[config.mk]
export PLATFORM = sky130hd
export DESIGN_NAME = deal_sequencer
export DESIGN_NICKNAME = d
export VERILOG_FILES = /design/src/rtl/deal_pkg.sv /design/src/rtl/dealer_draw_rule.sv /design/src/rtl/deal_sequencer.sv
export SDC_FILE = /design/constraint.sdc
export NUM_CORES = 1
export LEC_CHECK = 0
export ABC_AREA = 0
export BUFFER_PORTS_ARGS = -buffer_cell sky130_fd_sc_hd__buf_4
export CORE_AREA = 2 2 39 41
export DETAILED_ROUTE_END_ITERATION = 7
export DIE_AREA = 0 0 41 43
export PLACE_DENSITY_LB_ADDON = 0.25
export SETUP_SLACK_MARGIN = 0.15
export SYNTH_ARGS = -nofsm -noshare
export SYNTH_HDL_FRONTEND = slang
export SYNTH_SLANG_ARGS = --single-unit
[constraint.sdc]
create_clock -name slow_clock -period 2.75 [get_ports slow_clock]
set_input_delay 0.4125 -clock slow_clock [delete_from_list [all_inputs] [get_ports slow_clock]]
set_output_delay 0.4125 -clock slow_clock [all_outputs]
set_load 0.02 [all_outputs]
[src/rtl/deal_pkg.sv]
// deal_pkg: shared state encoding, rule constants and card-value helper
// for the Baccarat deal sequencer.
package deal_pkg;

    typedef enum logic [3:0] {
        S_P1, S_D1, S_P2, S_D2, S_EVAL, S_P3, S_BANK, S_D3, S_SCORE, S_DONE
    } state_t;

    localparam int NATURAL_MIN_DEF     = 8;
    localparam int PLAYER_DRAW_MAX_DEF = 5;
    localparam int DEALER_DRAW_MAX     = 5;

    function automatic logic [3:0] card_value(input logic [3:0] raw);
        return raw >= 4'd10 ? 4'd0 : raw;
    endfunction

endpackage

[src/rtl/dealer_draw_rule.sv]
// dealer_draw_rule: dealer third-card table, indexed by the dealer's two-card
// score and the value of the player's third card.
module dealer_draw_rule (
    input  logic [3:0] dscore,
    input  logic [3:0] v,
    output logic       draw
);

    always_comb
        draw = dscore <= 4'd2 ? 1'b1 :
               dscore == 4'd3 ? v != 4'd8 :
               dscore == 4'd4 ? (v >= 4'd2 && v <= 4'd7) :
               dscore == 4'd5 ? (v >= 4'd4 && v <= 4'd7) :
               dscore == 4'd6 ? (v == 4'd6 || v == 4'd7) :
               1'b0;

endmodule

[src/rtl/deal_sequencer.sv]
// deal_sequencer: Moore FSM sequencing one Baccarat round: card loads in
// dealing order, third-card decisions and latched winner lights.
module deal_sequencer
    import deal_pkg::*;
#(
    parameter int NATURAL_MIN     = NATURAL_MIN_DEF,
    parameter int PLAYER_DRAW_MAX = PLAYER_DRAW_MAX_DEF
) (
    input  logic       slow_clock,
    input  logic       resetb,
    input  logic [3:0] pscore,
    input  logic [3:0] dscore,
    input  logic [3:0] pcard3,
    output logic       load_pcard1,
    output logic       load_pcard2,
    output logic       load_pcard3,
    output logic       load_dcard1,
    output logic       load_dcard2,
    output logic       load_dcard3,
    output logic       player_win_light,
    output logic       dealer_win_light,
    output logic       round_done
);

    localparam logic [3:0] NAT  = 4'(NATURAL_MIN);
    localparam logic [3:0] PMAX = 4'(PLAYER_DRAW_MAX);
    localparam logic [3:0] DMAX = 4'(DEALER_DRAW_MAX);

    state_t state;
    logic   natural;
    logic   bank_draw;

    // Out-of-range scores (>9) never count as naturals.
    assign natural = (pscore >= NAT && pscore <= 4'd9) || (dscore >= NAT && dscore <= 4'd9);

    dealer_draw_rule u_rule (
        .dscore(dscore),
        .v     (card_value(pcard3)),
        .draw  (bank_draw)
    );

    // Gating with resetb keeps every load low while reset is held.
    always_comb begin
        load_pcard1 = resetb && state == S_P1;
        load_dcard1 = resetb && state == S_D1;
        load_pcard2 = resetb && state == S_P2;
        load_dcard2 = resetb && state == S_D2;
        load_pcard3 = resetb && state == S_P3;
        load_dcard3 = resetb && state == S_D3;
    end

    always_ff @(posedge slow_clock or negedge resetb) begin
        if (!resetb) begin
            state            <= S_P1;
            player_win_light <= 1'b0;
            dealer_win_light <= 1'b0;
            round_done       <= 1'b0;
        end else begin
            case (state)
                S_P1:    state <= S_D1;
                S_D1:    state <= S_P2;
                S_P2:    state <= S_D2;
                S_D2:    state <= S_EVAL;
                S_EVAL:  state <= natural        ? S_SCORE :
                                  pscore <= PMAX ? S_P3 :
                                  dscore <= DMAX ? S_D3 : S_SCORE;
                S_P3:    state <= S_BANK;
                S_BANK:  state <= bank_draw ? S_D3 : S_SCORE;
                S_D3:    state <= S_SCORE;
                S_SCORE: begin
                    state            <= S_DONE;
                    player_win_light <= pscore >= dscore;
                    dealer_win_light <= dscore >= pscore;
                    round_done       <= 1'b1;
                end
                S_DONE:  state <= S_DONE;
                default: begin
                    state            <= S_P1;
                    player_win_light <= 1'b0;
                    dealer_win_light <= 1'b0;
                    round_done       <= 1'b0;
                end
            endcase
        end
    end

endmodule

Word-level counts from Yosys, hierarchy flattened

Index checks and enable logic that the tools add are counted.

Add/sub/neg operators: 0
Multipliers: 0
Divide/modulo/power cells: 0
$lt $le $gt $ge: 13
Equality and inequality tests: 16
Shifts and indexed selects: 0
Mux-type cells: 14
Bitwise operators: 0
Reduce and logical (&&, ||, !) cells: 15

Operators with widths:

| cell                                                           | number |
|---|---|
| equality test 4 x 3 -> 1 bit, second input constant            | 9 |
| case mux 4 bit (9 select lines)                                | 1 |
| two-way mux 4 bit                                              | 5 |
| equality test 4 x 2 -> 1 bit, second input constant            | 3 |
| >= comparator 4 bit, second input constant                     | 3 |
| less-or-equal comparator 4 x 3 -> 1 bit, second input constant | 3 |
| logical AND 1 bit                                              | 10 |
| OR reduction 9 bit                                             | 1 |
| equality test 4 bit, second input constant                     | 2 |
| >= comparator 4 bit                                            | 2 |
| less-or-equal comparator 4 bit, second input constant          | 2 |
| case mux 1 bit (2 select lines)                                | 3 |
| two-way mux 1 bit                                              | 5 |
| equality test 4 x 1 -> 1 bit, second input constant            | 1 |
| >= comparator 4 x 2 -> 1 bit, second input constant            | 1 |
| >= comparator 4 x 3 -> 1 bit, second input constant            | 1 |
| less-or-equal comparator 4 x 2 -> 1 bit, second input constant | 1 |
| zero test 4 bit                                                | 1 |
| != test 4 bit, second input constant                           | 1 |
| logical OR 1 bit                                               | 2 |
| OR reduction 2 bit                                             | 1 |

Bits in registers: 7
Latch bits: 0
Bits in writable memories: 0
ROM bits: 0
Input bits: 14
Memories kept: 0

Depth between registers and ports, before layout

Gate-level depths: netlist of the first run.

Depth after elaboration: 11
Mapped depth: 6
Depth with buffers taken out: 6

Modules after synthesis

Synthesis of the first run repeated with hierarchy kept, for this count alone.

Cell total of the unflattened synthesis: 81
Area, all modules: 680.7 um^2

By module, submodules not included:

| module           | instances | cells each | area an instance (um^2) |
|---|---|---|---|
| deal_sequencer   | 1         | 74         | 629.4 |
| dealer_draw_rule | 1         | 7          | 51.3 |

Worst setup path before layout of the first run

Ideal clock, no wire load.

Path kind: register to output
From: register state[3]
To: output load_pcard1
Data arrival time: 1394 ps
Setup slack: 943 ps
Cell stages (with the launch flop): 4
Buffers on the path: 1
Cell sequence: dfrtp_1 -> buf_4 -> or3b_1 -> nor3_1

Word-level cells in the longest chain between the ends: 2

RTL lines:

| what                     | line                 | source |
|---|---|---|
| start: declaration       | deal_sequencer.sv:29 | `state_t state;` |
| start signal: assignment | deal_sequencer.sv:64 | `S_EVAL: state <= natural ? S_SCORE :` |
| start signal: assignment | deal_sequencer.sv:68 | `S_BANK: state <= bank_draw ? S_D3 : S_SCORE;` |
| zero test 4 bit          | deal_sequencer.sv:44 | `load_pcard1 = resetb && state == S_P1;` |
| logical AND 1 bit        | deal_sequencer.sv:44 |  |
| end: declaration         | deal_sequencer.sv:14 | `output logic load_pcard1,` |

No other way between the ends.

Final worst setup path of the first run

From: input resetb
To: output load_pcard1

Word-level cells in the longest chain between the ends: 1

RTL lines:

| what               | line                 | source |
|---|---|---|
| start: declaration | deal_sequencer.sv:10 | `input logic resetb,` |
| logical AND 1 bit  | deal_sequencer.sv:44 |  |

No other way between the ends.

==> impl_metrics.csv, run 1 <==
group,metric,value,unit
power,peakVddDrop,0.368,mV
sta,relSlewSlack,66.4,%
worst_setup_path,reg2reg_slack,1.31,ns
worst_setup_path,timing.rr.end,"player_win_light$_DFFE_PN0N_",
clock_network,cts-resized-gates,0,
placed_design,place.port_buffers,22,
synthesis,synth_top_area_share,26.7,%
synthesis,ys_seq_area_share,26.7,%
worst_hold_path,whs_endpoint,"round_done$_DFFE_PN0N_",
synthesis,synth_cell_type_count,37,
worst_setup_path,slowest_delay,0.54,ns
route,post_drt_wl_per_cell,11.4,microns
clock_network,path_clk_slew,0.05,ns
worst_hold_path,hold_path_class,"flip-flop to flip-flop",
route,first_pass_iters,4,
clock_network,clockBufferDepth,2,
worst_setup_path,cp.required,2.34,ns
cells_and_area,final_layout_size_suffix_gt1_share,31.4,%
cells_and_area,num_antenna_cells,0,
synthesis,yosys_warnings,0,
global_route,grt_max_degree,15,
clock_network,h-tree-depth,1,
global_route,grt_pass1_wl,2.15,mm
clock_network,cts-hold-fix-buffers,1,
cells_and_area,area_growth_syn_to_layout,29.5,%
clock_network,clk_latency,0.25,ns
sta,rsz0062_at_grt,"false",
worst_hold_path,worstHoldPathCells,1,
worst_setup_path,worst-setup-path-type,"input pin to primary output",
run,maxCapViolations,0,
global_route,antenna_found_initial,0,
synthesis,syn_area_per_cell,8.31,sq um
clock_network,numCtsBuffers,3,
clock_network,cts_tree,"yes",
global_route,track_usage,17.6,%
sta,tightest_slew,0.501,ns
worst_setup_path,crit_arrival,1.84,ns
sta,fin_setup_tns,0,ns
floorplan,rows,14,
route,drtIter0Drc,4,
floorplan,pin_count,23,
worst_setup_path,cp-start-kind,"input pin",
floorplan,core_region_area,0.00138,sq mm
sta,fin_crit_sh,82.0,%
synthesis,synthesis.area,657,sq um
sta,final-hold-violation-count,0,
clock_network,clockRootBuffer,"clkbuf_4",
floorplan,die_area,0.00176,sq mm
sta,setup_viol,0,
worst_setup_path,cp_cell_sequence,"dlygate4sd3_1, buf_4, or3b_1, nor3_1, buf_4",
sta,holdWs,0.483,ns
clock_network,clock_sinks,7,
sta,fmax,444,MHz
route,vias,652,
worst_setup_path,cpLargestDelayFamily,"buffers and inverters",
synthesis,ys_ff_latch,7,
route,post-route-drc-count,0,
sta,fin_crit,2.25,ns
worst_setup_path,cp_num_buf_inv,3,
global_route,grt_overflow,0,
cells_and_area,fin_nets,121,
floorplan,die_w,41,microns
route,wl,1.34,mm
clock_network,post_cts_buffers,0,
worst_setup_path,crit_slowest_cell,"dlygate4sd3_1",
synthesis,yosysTopAreaCell,"dfrtp_1",
global_route,first_global_vias,535,
worst_hold_path,min_from,"round_done$_DFFE_PN0N_",
status,status,"completed",
floorplan,fp.dieH,43,microns
power,leakagePower,0.416,nW
placed_design,place_hpwl,1.12,mm
sta,slew_violations,0,
sta,fin_skew,0.00553,ns
synthesis,synthCells,79,
floorplan,initial_core_util,47.5,%
placed_design,place_congestion,0.681,
worst_setup_path,ff2ff_path_depth,4,
synthesis,synth_nets,97,
worst_setup_path,r2r_start,"state[1]$_DFF_PN0_",
route,via_per_inst,5.53,
worst_setup_path,crit_top_cell,"buf_4",
worst_setup_path,cp_max_fo,9,
route,antenna_left,0,
power,power.density,803,mW/mm^2
synthesis,synth.area.top_cells,"dfrtp_1 27%, ha_1 7.6%, nor2_1 6.9%",
worst_setup_path,endpoint_kind,"primary output",
cells_and_area,fin_util,61.5,%
## placed cells by master (no fill, tap or decap), types with 2 or more instances in the layout
| cell | instances |
|---|---|
| buf_4 | 22 |
| nor2_1 | 12 |
| nand2_1 | 7 |
| dfrtp_1 | 7 |
| inv_1 | 5 |
| nand2b_1 | 4 |
| nor3_1 | 4 |
| ha_1 | 4 |
| clkbuf_4 | 3 |
| o31ai_1 | 2 |
| or3b_1 | 2 |
| o211ai_1 | 2 |
| nor2b_1 | 2 |
## worst register-to-register path, cell delays in order, from the launching register on
cell      delay [ns]
dfrtp_1         0.52
nand2b_1        0.25
o21ai_0         0.36
a22oi_1         0.15
nand2_1         0.10
## stage by stage
step / worst slack, ns / std cells / area [sq um] / power [mW]
global placement: 1.06 / 113 / 815 / 0.583
global route: 0.423 / 118 / 851 / 0.742
CTS: 0.506 / 118 / 851 / 0.687
floorplan: 0.943 / 79 / 657 / 0.493
detailed placement: 1.05 / 113 / 815 / 0.592
finish: 0.496 / 118 / 851 / 0.683
## where the power goes
part	internal, mW	switching, mW
clock	0.0553	0.0366
sequential	0.150	0.0867
combinational	0.178	0.177
## cells by family after synthesis
family,synth area share [%]
compound gates,22.1
flops,26.7
fa+ha+maj,9.33
xor+xnor,1.33
simple gates,33.5
buf+inv,7.05
## registers in the layout (all words and copies together), names as in the netlist
register,cells
dealer_win_light,1
player_win_light,1
state,4
round_done,1
## cell type report
| type | instances | area, sq um |
|---|---|---|
| clock buffers | 4 | 26.3 |
| fillers | 131 | 533 |
| inverters | 5 | 18.8 |
| multi-input cells | 63 | 435 |
| flip-flops and latches | 7 | 175 |
| well taps | 16 | 20.0 |
| repair buffers | 23 | 175 |
## worst max path at each step
stage | startpoint | end | depth (start not counted)
CTS | resetb | load_pcard1 | 5
finish | resetb | load_pcard1 | 5
global placement | resetb | load_pcard1 | 4
floorplan | state[3]$_DFF_PN0_ | load_pcard1 | 3
global route | resetb | load_pcard1 | 5
detailed placement | resetb | load_pcard1 | 4
## per-layer routing
layer  GRT usage [%]  wire length [microns]  vias to the layer above
li1                -                      -                      333
met1            20.3                    535                      295
met2            31.3                    722                       22
met3            1.57                     68                        2
met4            6.00                     16                        0
met5               0                      0                        -
## Yosys cell counts
cell type and n:
nand2b_1 4, a31oi_1 1, or4_1 1, nor4b_2 1
nor2_1 12, o22a_2 1, a22oi_1 1, xor2_1 1
a311o_1 1, a21o_1 1, maj3_2 1, and4_1 1
or3b_1 2, buf_4 3, buf_2 1, inv_1 5
a41oi_1 1, nor2b_1 2, o211ai_1 2, nor2b_4 1
a22o_1 1, dfrtp_1 7, a21oi_2 1, o21ai_1 1
o21ai_0 1, nand2_1 7, nand3b_1 1, a21oi_1 1
ha_1 4, nor3_1 4, nand4b_1 1, a31o_2 1
o221ai_2 1, a211o_1 1, nand3_1 1, or2b_1 1
o31ai_1 2
(Power assumes the default switching activity.)
==> inputs of run 2 (changes only) <==
Settings changed: ABC_AREA 0 to 1, CORE_AREA 2 2 39 41 to unset, CORE_UTILIZATION set to 42, DIE_AREA 0 0 41 43 to unset.
Clock period 2.75 ns to 2 ns, I/O delays scaled along.
==> impl_metrics.csv, run 2 <==
group,metric,value,unit
status,status,"completed",
worst_setup_path,endpoint_kind,"primary output",
sta,setup_viol,0,
synthesis,synth_common_cells,"28 x nand2_1, 16 x inv_1, 14 x nor2_1",
synthesis,ys_ff_latch,7,
global_route,grt_max_degree,9,
clock_network,clockBufferDepth,2,
synthesis,synth_cell_type_count,17,
sta,slew_violations,0,
worst_setup_path,r2r_start,"state[3]$_DFF_PN0_",
clock_network,cts_tree,"yes",
synthesis,synthesis.area,628,sq um
route,via_per_inst,4.81,
route,post_drt_wl_per_cell,9.27,microns
clock_network,h-tree-depth,1,
placed_design,place_congestion,0.757,
route,vias,693,
synthesis,syn_area_per_cell,6.16,sq um
worst_setup_path,cp-startpoint,"resetb",
power,power.density,1100,mW/mm^2
clock_network,clock_sinks,7,
cells_and_area,final_common_cell,"nand2_1",
floorplan,core_region_area,0.00135,sq mm
worst_setup_path,ff2ff_path_depth,7,
cells_and_area,num_antenna_cells,0,
cells_and_area,fillers,128,
worst_setup_path,cp-start-kind,"input pin",
clock_network,clk_latency,0.25,ns
route,drtIter0Drc,9,
worst_hold_path,hold_path_class,"input pin to flip-flop",
cells_and_area,fin_nets,148,
synthesis,synthCells,102,
run,maxCapViolations,0,
sta,fin_crit_sh,87.9,%
global_route,first_global_vias,577,
clock_network,path_clk_slew,0.06,ns
global_route,antenna_found_initial,0,
cells_and_area,largest_register,"state",
sta,fin_skew,0.00230,ns
synthesis,yosys_warnings,0,
synthesis,synth_async_sr_flop_share,100,%
worst_setup_path,crit_arrival,1.46,ns
synthesis,synth_most_common_cell,"nand2_1",
worst_setup_path,cp.required,1.70,ns
worst_setup_path,cp_max_fo,8,
sta,fin_crit,1.76,ns
route,antenna_left,0,
power,leakagePower,0.495,nW
sta,relSlewSlack,86.6,%
floorplan,pin_count,23,
floorplan,fp.dieH,40.7,microns
synthesis,ys_seq_area_share,27.9,%
cells_and_area,final_layout_size_suffix_gt1_share,25.6,%
synthesis,yosysTopAreaCell,"dfrtp_1",
placed_design,place_hpwl,1.12,mm
worst_setup_path,timing.rr.end,"state[3]$_DFF_PN0_",
synthesis,synth.area.top_cells,"dfrtp_1 28%, nand2_1 17%, nand3_1 10%",
cells_and_area,fin_util,63.2,%
synthesis,synth_nets,120,
sta,final-hold-violation-count,0,
floorplan,die_area,0.00165,sq mm
synthesis,synth_edf_count,0,
route,wl,1.34,mm
cells_and_area,final_cell_mix,"28 x nand2_1, 21 x buf_4, 16 x inv_1",
sta,rsz0062_at_grt,"false",
route,post-route-drc-count,0,
sta,fmax,569,MHz
worst_setup_path,reg2reg_slack,0.93,ns
synthesis,synth_ff_type,"dfrtp_1",
global_route,track_usage,20.3,%
placed_design,place.port_buffers,22,
sta,tightest_slew,0.202,ns
cells_and_area,largest_reg_flops,4,
floorplan,rows,13,
cells_and_area,area_growth_syn_to_layout,35.9,%
worst_setup_path,cp-endpoint,"load_dcard2",
power,peakVddDrop,0.585,mV
floorplan,die_w,40.7,microns
clock_network,numCtsBuffers,3,
floorplan,initial_core_util,46.5,%
clock_network,clockRootBuffer,"clkbuf_4",
sta,fin_setup_tns,0,ns
route,first_pass_iters,4,
global_route,grt_overflow,0,
global_route,grt_pass1_wl,2.26,mm
synthesis,synth_top_area_share,27.9,%
worst_setup_path,worst-setup-path-type,"input pin to primary output",
==> run 2: cell types whose count changed in the layout (fill, tap and decap cells not counted), moves of 3 or more <==
cell / delta
nand2_1: +21
nand2b_1: -4
nand3_1: +12
a21oi_1: +5
inv_2: +3
inv_1: +11
==> run 2: metal layers <==
layer / up-vias / routed length (microns) / share of wire [%] / GRT usage [%]
met5: - / 0 / 0 / 0
met4: 0 / 9 / 0.67 / 2.50
met3: 2 / 63 / 4.7 / 3.26
met2: 23 / 655 / 49 / 37.3
met1: 292 / 607 / 45 / 25.2
li1: 376 / - / - / -
==> run 2: cell type report <==
class                           count  area [sq um]  share of cell area (%)
Tap cell                           15          18.8                    2.20
Sequential cell                     7           175                    20.5
Clock buffer                        3          22.5                    2.64
Inverter                           19          71.3                    8.36
Multi-Input combinational cell     76           382                    44.7
Clock inverter                      1          5.00                   0.587
Timing Repair Buffer               23           179                    21.0
==> run 2: cell families (layout without fill, tap and decap cells) <==
kind of cell / count (synthesis) / in the layout / share of synthesized area (%)
buf+inv: 19 / 46 / 11.4
simple gates: 62 / 62 / 44.2
compound gates: 10 / 10 / 8.57
fa+ha+maj: 4 / 4 / 7.97
flops: 7 / 7 / 27.9
==> run 2: worst min path at each step <==
stage                    from                           end  slack, ns  depth (start not counted)
floorplan              resetb  dealer_win_light$_DFFE_PN0N_      0.004                          0
global placement       resetb  dealer_win_light$_DFFE_PN0N_       0.12                          1
detailed placement     resetb  dealer_win_light$_DFFE_PN0N_       0.12                          1
CTS                 pcard3[3]            state[3]$_DFF_PN0_       0.39                          5
global route           resetb            state[1]$_DFF_PN0_       0.42                          2
finish              pcard3[3]            state[3]$_DFF_PN0_       0.38                          5
==> run 2: repair_timing <==
action,in CTS,in global routing
buffers inserted,0,0
hold buffers,1,0
endpoints found under the setup margin,0,2
endpoints found under the hold margin,7,0
resized for setup,0,1
==> run 2: stage by stage <==
step | power (mW) | instance area [sq um] | hold slack, ns | worst slack, ns | cells
floorplan | 0.639 | 628 | 0.00441 | 0.598 | 102
global placement | 0.807 | 812 | 0.119 | 0.716 | 139
detailed placement | 0.811 | 812 | 0.122 | 0.706 | 139
CTS | 0.942 | 850 | 0.389 | 0.226 | 144
global route | 1.03 | 853 | 0.417 | 0.183 | 144
finish | 0.936 | 853 | 0.385 | 0.242 | 144
==> run 2: worst max-delay path: stages <==
cell           delay, ns
dlygate4sd3_1       0.55
buf_6               0.14
inv_1               0.10
nor3_1              0.20
buf_4               0.17
==> run 2: power by group <==
part / leakage, nW / total (mW) / switching (mW) / internal [mW]
Combinational: 0.387 / 0.545 / 0.335 / 0.210
Sequential: 0.0902 / 0.265 / 0.0571 / 0.208
Clock: 0.0177 / 0.126 / 0.0530 / 0.0730
